File: src/rtl/axis_slave.sv
// Receive-side AXI-Stream endpoint: buffers upstream beats in a FIFO and presents
// them to the backend first-word-fall-through, with frame-done and stall-timeout flags.
module axis_slave #(
    parameter int FIFO_DEPTH     = 8,
    parameter int BK_RDY_TIMEOUT = 5
) (
    input  logic        axi_aclk,
    input  logic        axi_aresetn,
    input  logic        axis_tvalid,
    input  logic [31:0] axis_tdata,
    input  logic [3:0]  axis_tstrb,
    input  logic [3:0]  axis_tkeep,
    input  logic [1:0]  axis_tuser,
    input  logic        axis_tlast,
    output logic        axis_tready,
    output logic        bk_valid,
    output logic [31:0] bk_data,
    output logic [3:0]  bk_tstrb,
    output logic [3:0]  bk_tkeep,
    output logic [1:0]  bk_user,
    output logic        bk_last,
    input  logic        bk_ready,
    output logic        bk_nordy,
    output logic        bk_done
);

    localparam int         AW       = (FIFO_DEPTH > 1) ? $clog2(FIFO_DEPTH) : 1;
    localparam logic [7:0] DEPTH    = 8'(FIFO_DEPTH);
    localparam logic [7:0] LAST_IDX = 8'(FIFO_DEPTH - 1);
    localparam logic [7:0] TIMEOUT  = 8'(BK_RDY_TIMEOUT);

    logic [42:0] fifo [FIFO_DEPTH];
    logic [7:0]  wr_ptr;
    logic [7:0]  rd_ptr;
    logic [7:0]  count;
    logic [7:0]  stall_cnt;
    logic        init_done;
    logic        push;
    logic        pop;
    logic [42:0] head;

    function automatic logic [7:0] ptr_inc(input logic [7:0] p);
        return (p == LAST_IDX) ? 8'd0 : p + 8'd1;
    endfunction

    function automatic logic [7:0] sat_inc(input logic [7:0] v);
        return (v == 8'hFF) ? v : v + 8'd1;
    endfunction

    // Ready depends only on registered state; no bypass when full.
    assign axis_tready = init_done && (count != DEPTH);
    assign bk_valid    = (count != 8'd0);
    assign push        = axis_tvalid && axis_tready;
    assign pop         = bk_valid && bk_ready;
    assign head        = fifo[rd_ptr[AW-1:0]];
    assign {bk_data, bk_tstrb, bk_tkeep, bk_user, bk_last} = bk_valid ? head : 43'd0;
    assign bk_nordy    = (stall_cnt >= TIMEOUT);

    always_ff @(posedge axi_aclk or negedge axi_aresetn) begin
        if (!axi_aresetn) begin
            init_done <= 1'b0;
            wr_ptr    <= 8'd0;
            rd_ptr    <= 8'd0;
            count     <= 8'd0;
            stall_cnt <= 8'd0;
            bk_done   <= 1'b0;
        end else begin
            init_done <= 1'b1;
            if (push) wr_ptr <= ptr_inc(wr_ptr);
            if (pop)  rd_ptr <= ptr_inc(rd_ptr);
            case ({push, pop})
                2'b10:   count <= count + 8'd1;
                2'b01:   count <= count - 8'd1;
                default: count <= count;
            endcase
            if (pop || !bk_valid) stall_cnt <= 8'd0;
            else                  stall_cnt <= sat_inc(stall_cnt);
            bk_done <= pop && head[0];
        end
    end

    // Storage carries no reset; an empty count masks stale entries.
    always_ff @(posedge axi_aclk) begin
        if (push)
            fifo[wr_ptr[AW-1:0]] <= {axis_tdata, axis_tstrb, axis_tkeep, axis_tuser, axis_tlast};
    end

endmodule

File: config.mk
export PLATFORM = sky130hd
export DESIGN_NAME = axis_slave
export DESIGN_NICKNAME = d
export VERILOG_FILES = /design/src/rtl/axis_slave.sv
export SDC_FILE = /design/constraint.sdc
export NUM_CORES = 1
export LEC_CHECK = 0
export ABC_AREA = 1
export ABC_CLOCK_PERIOD_IN_PS = 4700
export CAP_MARGIN = 20
export CORE_ASPECT_RATIO = 0.9
export CORE_MARGIN = 2
export CORE_UTILIZATION = 54
export DETAILED_ROUTE_END_ITERATION = 8
export PLACE_DENSITY = 0.79
export SETUP_SLACK_MARGIN = 0.02
export SYNTH_ARGS = -nofsm -noshare
export SYNTH_HDL_FRONTEND = slang
export SYNTH_SLANG_ARGS = --single-unit
File: constraint.sdc
create_clock -name axi_aclk -period 4.7 [get_ports axi_aclk]
set_input_delay 0.94 -clock axi_aclk [delete_from_list [all_inputs] [get_ports axi_aclk]]
set_output_delay 0.94 -clock axi_aclk [all_outputs]
set_load 0.05 [all_outputs]
==> results list <==
* TritonCTS buffer count: 38
- Pin placement for this block handled 94 I/O pins.
- Leakage dissipation: 6.25 nW
- Worst-Margin Slew: 1.02 ns
- For this block, the initial DRC count from the detailed router was 1045.
* Weighted congestion reported at the end of routability-driven placement: 0.865
* Synth Net Count: 1372
* Clock tree from TritonCTS: yes
- Clock tree root driver cell: sky130_fd_sc_hd__clkbuf_16
- The die covers 0.0303 mm2.
* Number of distinct library cells after synthesis: 37
* Cells after Synth: 1317
- In this run the worst hold path is classified as register to register.
* Clock slew at the register clock pins of the worst setup and hold paths: 0.06 ns
- The number of global-route vias before repair came to 9607.
* Maximum ir drop on the vdd rail: 0.458 mV
- #FFs+latches synth: 378
- Critical path endpoint category: output pin
* Starting density of the core: 54.4%
- Most frequent cells in the layout: 361 x sky130_fd_sc_hd__nor2_1, 344 x sky130_fd_sc_hd__edfxtp_1, 194 x sky130_fd_sc_hd__o21ai_0
- Setup repair after global routing left no endpoint under its margin.
- Asr flop ratio synth: 8.99%
- Setup TNS: 0 ns
- In this run the standard cell core region covers 0.0287 mm2.
- Across every metal layer, demand over resource in global routing totals 21.9%.
* Final Setup Violations: 0
* Number of buffers added to fix hold violations after cts: 0
* Count of nets left with antenna violations after detail routing: 0
- First-pass detailed-route iteration total: 6
- In this run, placement finished with an instance count of 1723.
* TritonCTS sink count: 378
* Share of cells above drive strength 1: 9.48%
- Prior to clock tree synthesis, the placed netlist has a worst setup slack of 1.35 ns.
- Run status: complete, no violations
- Post-detailed-route via-to-cell ratio: 5.72
- Clock Latency Late Sink: 0.53 ns
- After detailed routing, the number of remaining DRC violations is 0.
- STA classifies the critical path startpoint as a register.
- Worst Setup Path Type: register to output pin
- Number of cells upsized or downsized after cts: 0
- Clock skew: 0.0166 ns
- Post-route worst setup slack: 0.792 ns
- Final worst path period need: 3.91 ns
- GRT Residual Overflow: 0
- Maximum buffer depth of the clock tree: 3
* Final Hold Violating Endpoints: 0
- At the worst endpoint, the arrival time is 2.97 ns.
- The library cell used most frequently in the layout, excluding fill and tap cells, is sky130_fd_sc_hd__nor2_1.
- Pin count of the biggest net entering global routing: 101
- Sequential elements use 71.6% of the synthesized area.
- In this run the core area contains 59 standard-cell rows.
* Die extent in x: 183 um
- Summing internal, switching and leakage power gives 11.0 mW.
- Headroom to the max-slew limit: 32.3%
- Summing over every cut layer, the via total after detailed routing is 10.3k.
* Number of antenna violations at the first check in global routing: 3
- Share of the clock period used by the worst path: 83.2%
- Input and output buffers added on the ports amount to 93.
* Highest net fanout along the worst path: 100
- Synthesis warning total: 0
- The H-tree generated during clock tree synthesis spans 2 levels.
- Vertical die dimension: 165 um
- Worst endpoint required time: 3.76 ns
* Synthesized area: 0.0156 mm2
* Final routed wirelength across all metal layers: 33200 um
- The first global-routing pass estimated 51200 um of wire.
* Fmax: 0.256 GHz
- The wire-length estimate of the detail-placed layout is 17400 um.
- Max-slew violation count: 0
* Most used flip-flop cell after synthesis: sky130_fd_sc_hd__edfxtp_1
* Worst hold slack: 0.546 ns
- Average routed wire per standard cell: 18.5 um
- After filler insertion, the fill cell instance count of the layout stands at 2078.
* Maximum capacitance violations: 0
- Buffers added to address setup during post-CTS repair amount to 0.
- Syn Area/Cell: 11.9 um2
- Fin nets: 1452
- From synthesis to final layout, the design area changed by 14.7%.
- Yosys mapped a number of flops with a built-in enable equal to 344.
* Pwr/cell area: 613 mW/mm2
- Once layout is complete, the cells apart from fillers number 1792.
[synthesized netlist by cell type, drive strengths merged, types with 3 or more instances]
cell type	count	area, um2
ha	8	100
clkbuf	39	146
xnor2	5	43.8
xor2	8	70.1
dfrtp	34	851
nor3	14	70.1
edfxtp	344	10300
inv	41	154
nand2	85	319
buf	37	257
o32ai	42	368
nor2	363	1380
a21oi	5	25.0
nand4	5	31.3
nand3	30	155
o21ai	239	1200
or2	3	18.8
[metrics by stage]
stage,util (%),instance area [um2]
after CTS,62.4,17900
after floorplan,-,15600
after global routing,62.4,17900
after detailed placement,58.3,16800
final,62.4,17900
after global placement,58.3,16800
[registers in the layout, summed over array words and instances (netlist names)]
register / flops
wr_ptr: 8
init_done: 1
fifo: 344
rd_ptr: 8
stall_cnt: 8
bk_done: 1
count: 8
[power by group]
| part | total, mW | internal (mW) | switching (mW) | leakage, nW |
|---|---|---|---|---|
| registers | 4.22 | 3.96 | 0.262 | 3.53 |
| clock network | 2.82 | 1.61 | 1.22 | 0.557 |
| logic | 3.93 | 1.16 | 2.77 | 2.16 |
| total | 11.0 | 6.73 | 4.24 | 6.25 |
[routing by layer]
layer / wire (um) / vias up / global-route usage, %
met4: 773 / 2 / 7.42
met5: 13 / - / 0
met3: 2610 / 65 / 4.25
met1: 14000 / 4937 / 30.3
li1: - / 4843 / -
met2: 15800 / 407 / 35.5
[worst max-delay path, cell delays in order, from the launching register on]
cell and delay (ns):
sky130_fd_sc_hd__dfrtp_4 1.09, sky130_fd_sc_hd__buf_4 0.45, sky130_fd_sc_hd__o21ai_0 0.17, sky130_fd_sc_hd__o32ai_1 0.15, sky130_fd_sc_hd__nor2_1 0.07, sky130_fd_sc_hd__nor2_1 0.23, sky130_fd_sc_hd__buf_4 0.25
[area by class of cell]
cell class	count	area, um2	share of cell area (%)
inverter	43	164	0.915
clock buffer	48	988	5.52
sequential	378	11200	62.5
timing repair buffer	116	1030	5.77
multi-input combinational	820	3910	21.8
antenna	2	5.00	0.0279
tap	366	458	2.56
clock inverter	19	164	0.915
[path summary, 6_finish.rpt]
check	from	slack [ns]	depth (start not counted)	to
min in group asynchronous	axi_aresetn	0.92	1	wr_ptr[4]
setup reg to reg	count[3]	1.87	15	count[6]
max in group asynchronous	axi_aresetn	3.04	2	count[4]
setup / recovery	rd_ptr[1]	0.79	6	bk_data[17]
hold / removal	wr_ptr[7]	0.55	2	wr_ptr[7]
hold reg to reg	wr_ptr[7]	0.55	2	wr_ptr[7]
[logic make-up (layout without fill, tap and decap cells)]
logic type	Yosys count	count (layout)	share of synthesized area (%)
AOI/OAI and AO/OA	296	296	10.6
xor gates and xnor gates	13	13	0.729
adders and majority gates	8	8	0.641
buffers and inverters	119	226	3.61
DFF	378	378	71.6
other	1	3	0.0240
and+or+nand+nor	502	502	12.7
Power figures use the tool's default switching activity.
